==> src/rtl/seq_divider_32.sv <==
// seq_divider_32: multi-cycle signed integer divider.
// Restoring shift-subtract, one quotient bit per clock, followed by a
// sign-fixup cycle. Quotient truncates toward zero; divide-by-zero raises
// data_exception with a zero result. A start pulse in any state restarts
// the unit with the newly presented operands.
module seq_divider_32 #(
  parameter int WIDTH = 32
) (
  input  logic             clock,
  input  logic             reset,
  input  logic             ctrl_DIV,
  input  logic [WIDTH-1:0] data_operandA,
  input  logic [WIDTH-1:0] data_operandB,
  output logic [WIDTH-1:0] data_result,
  output logic             data_exception,
  output logic             data_resultRDY,
  output logic             busy
);

  localparam int CW = $clog2(WIDTH) + 1;
  localparam logic [CW-1:0]    CNT_ONE  = CW'(1);
  localparam logic [CW-1:0]    CNT_LAST = CW'(WIDTH - 1);
  localparam logic [WIDTH:0]   ONE_X    = {{WIDTH{1'b0}}, 1'b1};
  localparam logic [WIDTH-1:0] ONE_W    = {{(WIDTH-1){1'b0}}, 1'b1};

  typedef enum logic [1:0] {
    S_IDLE = 2'd0,
    S_RUN  = 2'd1,
    S_FIX  = 2'd2,
    S_DONE = 2'd3
  } state_t;

  // Magnitude of a two's complement value. The most negative value maps to
  // itself, which read as unsigned is exactly 2^(WIDTH-1), so the unsigned
  // datapath still produces the right quotient magnitude.
  function automatic logic [WIDTH-1:0] abs_val(input logic [WIDTH-1:0] v);
    logic [WIDTH-1:0] r;
    if (v[WIDTH-1]) begin
      r = ~v + ONE_W;
    end else begin
      r = v;
    end
    return r;
  endfunction

  // Registered state and datapath
  state_t           r_state;
  logic [WIDTH-1:0] r_quo;      // dividend shifts out as quotient shifts in
  logic [WIDTH-1:0] r_rem;      // partial remainder, always < divisor
  logic [WIDTH-1:0] r_div;      // divisor magnitude
  logic             r_sign_q;   // quotient must be negated at fixup
  logic [CW-1:0]    r_count;
  logic [WIDTH-1:0] r_result;
  logic             r_exc;
  logic             r_rdy;
  logic             r_busy;

  // Next-state values
  state_t           w_state_nxt;
  logic [WIDTH-1:0] w_quo_nxt;
  logic [WIDTH-1:0] w_rem_nxt;
  logic [WIDTH-1:0] w_div_nxt;
  logic             w_sign_q_nxt;
  logic [CW-1:0]    w_count_nxt;
  logic [WIDTH-1:0] w_result_nxt;
  logic             w_exc_nxt;
  logic             w_rdy_nxt;
  logic             w_busy_nxt;

  // Subtract step: shifted remainder minus divisor, done as an add of the
  // inverted divisor with carry-in 1, one bit wider than the operands so the
  // top bit is the sign of the trial remainder.
  logic [WIDTH:0]   w_rem_sh;
  logic [WIDTH:0]   w_trial;
  logic             w_trial_neg;

  assign w_rem_sh    = {r_rem, r_quo[WIDTH-1]};
  assign w_trial     = w_rem_sh + {1'b1, ~r_div} + ONE_X;
  assign w_trial_neg = w_trial[WIDTH];

  // Next-state, datapath and output-register decode
  always_comb begin
    w_state_nxt  = r_state;
    w_quo_nxt    = r_quo;
    w_rem_nxt    = r_rem;
    w_div_nxt    = r_div;
    w_sign_q_nxt = r_sign_q;
    w_count_nxt  = r_count;
    w_result_nxt = r_result;
    w_exc_nxt    = r_exc;
    w_rdy_nxt    = 1'b0;
    w_busy_nxt   = r_busy;

    if (ctrl_DIV) begin
      // A start is honoured in every state; any operation in flight is dropped.
      if (data_operandB == {WIDTH{1'b0}}) begin
        // Divide by zero: report after one extra cycle spent in DONE.
        w_state_nxt  = S_DONE;
        w_result_nxt = {WIDTH{1'b0}};
        w_exc_nxt    = 1'b1;
        w_busy_nxt   = 1'b1;
      end else begin
        w_state_nxt  = S_RUN;
        w_quo_nxt    = abs_val(data_operandA);
        w_div_nxt    = abs_val(data_operandB);
        w_rem_nxt    = {WIDTH{1'b0}};
        w_sign_q_nxt = data_operandA[WIDTH-1] ^ data_operandB[WIDTH-1];
        w_count_nxt  = {CW{1'b0}};
        w_busy_nxt   = 1'b1;
      end
    end else begin
      case (r_state)
        S_IDLE: begin
          w_busy_nxt = 1'b0;
        end
        S_RUN: begin
          if (w_trial_neg) begin
            // Restore: keep the shifted remainder, quotient bit 0.
            w_rem_nxt = w_rem_sh[WIDTH-1:0];
            w_quo_nxt = {r_quo[WIDTH-2:0], 1'b0};
          end else begin
            w_rem_nxt = w_trial[WIDTH-1:0];
            w_quo_nxt = {r_quo[WIDTH-2:0], 1'b1};
          end
          w_count_nxt = r_count + CNT_ONE;
          if (r_count == CNT_LAST) begin
            w_state_nxt = S_FIX;
          end else begin
            w_state_nxt = S_RUN;
          end
        end
        S_FIX: begin
          if (r_sign_q) begin
            w_result_nxt = {WIDTH{1'b0}} - r_quo;
          end else begin
            w_result_nxt = r_quo;
          end
          w_exc_nxt   = 1'b0;
          w_rdy_nxt   = 1'b1;
          w_state_nxt = S_DONE;
        end
        S_DONE: begin
          // Entered with RDY already raised from FIX, or with RDY low on the
          // divide-by-zero path; in the latter case raise it for one cycle.
          if (r_rdy) begin
            w_state_nxt = S_IDLE;
            w_busy_nxt  = 1'b0;
          end else begin
            w_rdy_nxt   = 1'b1;
            w_state_nxt = S_DONE;
          end
        end
        default: begin
          w_state_nxt = S_IDLE;
          w_busy_nxt  = 1'b0;
        end
      endcase
    end
  end

  // State and datapath registers with synchronous reset
  always_ff @(posedge clock) begin
    if (reset) begin
      r_state  <= S_IDLE;
      r_quo    <= {WIDTH{1'b0}};
      r_rem    <= {WIDTH{1'b0}};
      r_div    <= {WIDTH{1'b0}};
      r_sign_q <= 1'b0;
      r_count  <= {CW{1'b0}};
      r_result <= {WIDTH{1'b0}};
      r_exc    <= 1'b0;
      r_rdy    <= 1'b0;
      r_busy   <= 1'b0;
    end else begin
      r_state  <= w_state_nxt;
      r_quo    <= w_quo_nxt;
      r_rem    <= w_rem_nxt;
      r_div    <= w_div_nxt;
      r_sign_q <= w_sign_q_nxt;
      r_count  <= w_count_nxt;
      r_result <= w_result_nxt;
      r_exc    <= w_exc_nxt;
      r_rdy    <= w_rdy_nxt;
      r_busy   <= w_busy_nxt;
    end
  end

  assign data_result    = r_result;
  assign data_exception = r_exc;
  assign data_resultRDY = r_rdy;
  assign busy           = r_busy;

endmodule

==> config.mk <==
export PLATFORM = sky130hd
export DESIGN_NAME = seq_divider_32
export DESIGN_NICKNAME = d
export VERILOG_FILES = /design/src/rtl/seq_divider_32.sv
export SDC_FILE = /design/constraint.sdc
export NUM_CORES = 1
export LEC_CHECK = 0
export BUFFER_PORTS_ARGS = -buffer_cell sky130_fd_sc_hd__buf_2
export CAP_MARGIN = 10
export CORE_MARGIN = 1.5
export CORE_UTILIZATION = 54
export CTS_CLUSTER_DIAMETER = 50
export CTS_CLUSTER_SIZE = 30
export DETAILED_ROUTE_END_ITERATION = 7
export PLACE_DENSITY = 0.84
export RECOVER_POWER = 25
export SLEW_MARGIN = 0
export SYNTH_ARGS = -nofsm -noshare
export SYNTH_HDL_FRONTEND = slang
export SYNTH_SLANG_ARGS = --single-unit
==> constraint.sdc <==
create_clock -name clock -period 3.22 [get_ports clock]
set_clock_uncertainty 0.15 [all_clocks]
set_input_delay 0.161 -clock clock [delete_from_list [all_inputs] [get_ports clock]]
set_output_delay 0.161 -clock clock [all_outputs]
set_load 0.05 [all_outputs]
Word-level counts from Yosys, hierarchy flattened:

Cells that the tools add are included.

* logic and storage cells: 69
* input port bits: 67
* output and inout bits: 35
* register bits after elaboration: 140

* reduce and logical (&&, ||, !) cells: 11
* $add $sub $neg: 6
* bitwise gates (word level): 5
* muxes and demuxes: 30
* equality and inequality tests: 7

Operator list (count)
* 2-to-1 mux 32 bit: 13
* NOT 32 bit: 3
* adder 32 x 1 -> 32 bit, second input constant: 2
* adder 33 x 1 -> 33 bit, second input constant: 1
* adder 33 bit: 1
* logical NOT 32 bit: 1
* subtractor 1 x 32 -> 32 bit, first input constant: 1
* 2-to-1 mux 6 bit: 3
* 2-to-1 mux 2 bit: 4
* AND reduction 2 bit: 4
* 2-to-1 mux 1 bit: 7
* adder 6 x 1 -> 6 bit, second input constant: 1
* equality test 6 x 5 -> 1 bit, second input constant: 1
* case mux 2 bit (3 select lines): 1
* equality test 2 bit, second input constant: 2
* case mux 1 bit (2 select lines): 2
* nonzero test 2 bit: 2
* nonzero test 4 bit: 1
* != test 3 bit, second input constant: 1
* nonzero test 3 bit: 1
* equality test 2 x 1 -> 1 bit, second input constant: 1
* logical NOT 2 bit: 1
* != test 2 x 1 -> 1 bit, second input constant: 1
* != test 2 bit, second input constant: 1
* other kinds (3): 3

Logic depth before layout (Yosys ltp):

* depth in word-level cells: 6
* mapped depth: 15

Worst setup path after synthesis:

Ideal clock, no wire load.

* kind: flip-flop to flip-flop
* start point: register r_quo[31]
* end point: register r_rem[9]
* setup slack: -250 ps
* buffers on the path: 2
* data required time: 2941 ps
* data arrival time: 3191 ps
* period minus slack after synthesis: 3470 ps
* cell stages (with the launch flop): 16
* cells stage by stage: dfxtp_1 inv_1 ha_1 inv_1 fa_1 a211oi_1 o21ai_2 o311ai_2 a21oi_1 o221a_2 a311o_1 nand3_1 buf_4 buf_6 mux2i_1 o21ai_0

* longest elaborated chain between the ends: 5

Ends and longest elaborated chain
* start: declaration: RTL line 48 `logic [WIDTH-1:0] r_quo;`
* start signal: assignment: RTL line 165 `r_quo <= {WIDTH{1'b0}};`
* start signal: assignment: RTL line 176 `r_quo <= w_quo_nxt;`
* adder 33 bit: RTL line 78 `assign w_trial = w_rem_sh + {1'b1, ~r_div} + ONE_X;`
* adder 33 x 1 -> 33 bit: RTL line 78
* 2-to-1 mux 32 bit: RTL line 117 `if (w_trial_neg) begin`
* 2-to-1 mux 32 bit: RTL line 112 `case (r_state)`
* 2-to-1 mux 32 bit: RTL line 94 `if (ctrl_DIV) begin`
* end signal: assignment: RTL line 166 `r_rem <= {WIDTH{1'b0}};`
* end signal: assignment: RTL line 177 `r_rem <= w_rem_nxt;`
* end: declaration: RTL line 49 `logic [WIDTH-1:0] r_rem;`

No other way between the ends. The select of a mux whose other input is x is not followed.
A chain may end at the register's enable or synchronous reset.

Worst setup path after layout:

* start point: register r_quo[31]
* end point: register r_rem[31]

The elaborated chain is that of the path after synthesis.

==> reports/qor.csv <==
stage;metric;value;unit
routing;Vias/cell;6.12;
critical_path;Worst setup EP type;flop;
power;Sw Ratio;29.3;%
floorplan;die area;0.0176;mm²
timing;Slew Viols, Final;0;
yosys;Avg Inst Size Synth;7.78;µm²
final_layout;share of layout cells above drive strength 1;15.6;%
grt;grt total ovfl;0;
timing;Least-Margin Pin Slew;1.14;ns
critical_path;startpoint types;flop;
critical_path;crit-path max cell delay;0.34;ns
critical_path;Worst Path Buf+Inv;3;
floorplan;IO Pins;102;
routing;DRT Wirelength;27.2;mm
yosys;Yosys warnings;0;
grt;initial antenna violation count;2;
critical_path;worst-path cell chain;inv_2 -> ha_4 -> inv_2 -> fa_2 -> a211oi_2 -> o21ai_2 -> o311ai_4 -> a21oi_2 -> o221a_2 -> a311o_1 -> nand3_4 -> clkbuf_16 -> mux2i_1 -> o21ai_0;
yosys;Synth Instances;1166;
routing;First DRT Iteration DRCs;909;
final_layout;post-layout util;67.6;%
routing;total iterations of the first detailed-routing run;5;
timing;final worst-path setup slack;-0.140;ns
yosys;Seq cells post-synth;140;
timing;Min Hold Slack;0.0136;ns
yosys;Post-synth EDFFs;0;
floorplan;Die Width;133;µm
timing;RSZ-0062 raised after global routing;true;
grt;largest net degree at the start of global routing;82;
cts;clk sinks;140;
critical_path;WS Path Type;flop to flop;
yosys;most used flip-flop cell after synthesis;dfxtp_1;
power;clock share of power;43.0;%
yosys;most instantiated library cell after synthesis;dfxtp_1;
grt;vias in the first global route;9106;
placement;number of buffers added on ports;101;
cts;CTS buffer count;17;
outcome;failing checks;negative setup slack;
cts;Clock Latency Late Sink;0.43;ns
power;logic gate share of total power;18.3;%
yosys;commonest cells in the netlist;dfxtp_1 (140), nor2_1 (133), nand2_1 (122);
timing;Final Cycle Share;104;%
cts;H-tree Lvls;4;
power;leakage;4.44;nW
cts;clk slew on worst S/H paths;0.06;ns
outcome;outcome;complete, but fails checks;
cts;CTS max path bufs;2;
yosys;Mapped Nets;1270;
timing;max_slew headroom;23.4;%
cts;clock tree root driver cell;clkbuf_16;
yosys;FFs w/ async S/R, synth;0;%
power;Pwr Density;432;mW/mm²
floorplan;Die Y;133;µm
power;Max VDD drop;0.397;mV
timing;crit path time final;3.36;ns
power;Pint;3.41;mW
run;max cap viols;0;
yosys;Area contributors post-synth;dfxtp_1 (31%), xor2_1 (8.6%), nor2_1 (5.5%);
cts;TritonCTS clock tree;done;
critical_path;most used cell, CP;inv_2;
yosys;Post-Syn Area;0.00907;mm²
placement;RePlAce Congestion;0.926;
routing;Final ANT Viol Nets;0;
power;sequential power share;38.8;%
yosys;sequential fraction of the synthesis area;30.9;%
placement;Cells after DPL;1474;
power;Net Switching;1.41;mW
yosys;cell accounting for the most synthesized area;dfxtp_1;
critical_path;Critical Path RT;3.32;ns
final_layout;nets;1411;
critical_path;Max FO, Critical Path;6;
power;Power Total;4.82;mW
timing;final setup violation count;31;
timing;Fmax achieved;298;MHz
routing;DR vias;9434;
floorplan;starting density of the core;54.9;%
placement;Detailed Place HPWL;17.2;mm
critical_path;WP data arrival;3.47;ns
routing;WL per Instance;17.7;µm
floorplan;area of the core;0.0165;mm²
worst_hold_path;min-delay worst type;primary input to flop;
final_layout;Synth-to-Final Area Change;23.1;%
timing;setup TNS;-1.61;ns
final_layout;fin cells;1541;
floorplan;FP Rows;47;
critical_path;Slowest-stage cell, CP;fa_2;
timing;Final Hold Vio Count;0;
critical_path;family with the most delay on the worst path;compound AO/OA/AOI/OAI gates;
yosys;post-synth top area share;30.9;%
grt;first-pass GRT wire length;43.5;mm
grt;GRT Total Usage;30.0;%
routing;DRC Markers;0;
yosys;Netlist cell types;70;
registers in the layout, summed over array words and instances, names as in the netlist:
register	count
busy	1
r_rem	32
data_result	32
r_count	6
r_sign_q	1
r_state	2
r_quo	32
r_div	32
data_exception	1
data_resultRDY	1
power groups by stage:
stage	Clock [mW]	Combinational, mW	Sequential [mW]
2_1_floorplan	0	0.556	1.88
3_5_place_dp	0	0.787	1.90
5_1_grt	2.17	0.960	1.88
6_report	2.07	0.881	1.87
3_3_place_gp	0	0.774	1.90
4_1_cts	2.10	0.824	1.86
through the flow:
step / area (µm²) / setup WS [ns]
floorplan: 9090 / 0.00825
global placement: 10100 / 0.0307
detailed placement: 10100 / -0.0811
CTS: 11000 / -0.0187
global route: 11200 / -0.217
finish: 11200 / -0.140
placed cells by master (no fill, tap or decap), drive strengths merged, types with 53 or more instances in the layout:
cell | netlist | routed
dfxtp | 140 | 140
nor2 | 135 | 135
buf | 14 | 131
nand2 | 122 | 122
a21oi | 94 | 94
xor2 | 89 | 89
o21ai | 73 | 73
a211oi | 56 | 56
inv | 47 | 54
clkbuf | 54 | 53
path summary, 6_finish.rpt:
| path | startpoint | to | slack, ns | cells past startpoint |
|---|---|---|---|---|
| worst min register to register | data_result[7] | data_result[7] | 0.33 | 2 |
| worst max register to register | r_quo[31] | r_rem[31] | -0.14 | 14 |
| worst max-delay path | r_quo[31] | r_rem[31] | -0.14 | 14 |
| worst min-delay path | data_operandB[27] | r_div[27] | 0.01 | 3 |
cells by family after synthesis:
| family | count (synthesis) | share of synthesized area [%] |
|---|---|---|
| AO/OA/AOI/OAI | 341 | 24.5 |
| buffers and inverters | 115 | 5.12 |
| AND/OR/NAND/NOR | 385 | 19.6 |
| multiplexers | 28 | 3.09 |
| flip-flops | 140 | 30.9 |
| adder cells (fa/ha/maj) | 37 | 5.19 |
| XOR/XNOR | 120 | 11.6 |
metal layers:
metal	global-route usage, %	vias to the layer above	part of all wire [%]
li1	-	4471	-
met1	36.7	4428	41
met2	51.2	442	48
met3	5.25	93	7.3
met4	14.3	0	4.0
met5	0	-	0
timing repair:
| action | in CTS | in global routing |
|---|---|---|
| resized for setup | 8 | 43 |
| hold buffers | 24 | 0 |
| endpoints found under the hold margin | 25 | 0 |
| buffers inserted | 1 | 6 |
| pin swaps | 3 | 6 |
| setup endpoints to repair | 31 | 44 |
| cloned | 1 | 2 |
worst min-delay path: cells and delay by family:
kind	cells	cell delay, ns
xor gates and xnor gates	1	0.15
buffers and inverters	1	0.14
AOI/OAI and AO/OA	1	0.08
final cells by class:
type,instances,area [µm²]
Tap cell,220,275
Clock buffer,18,439
Multi-Input combinational cell,911,5970
Antenna cell,2,5.00
Clock inverter,13,176
Sequential cell,140,2800
Fill cell,1260,5360
Timing Repair Buffer,190,1320
Inverter,47,176
Note: power is estimated with default switching activity, not from simulation.
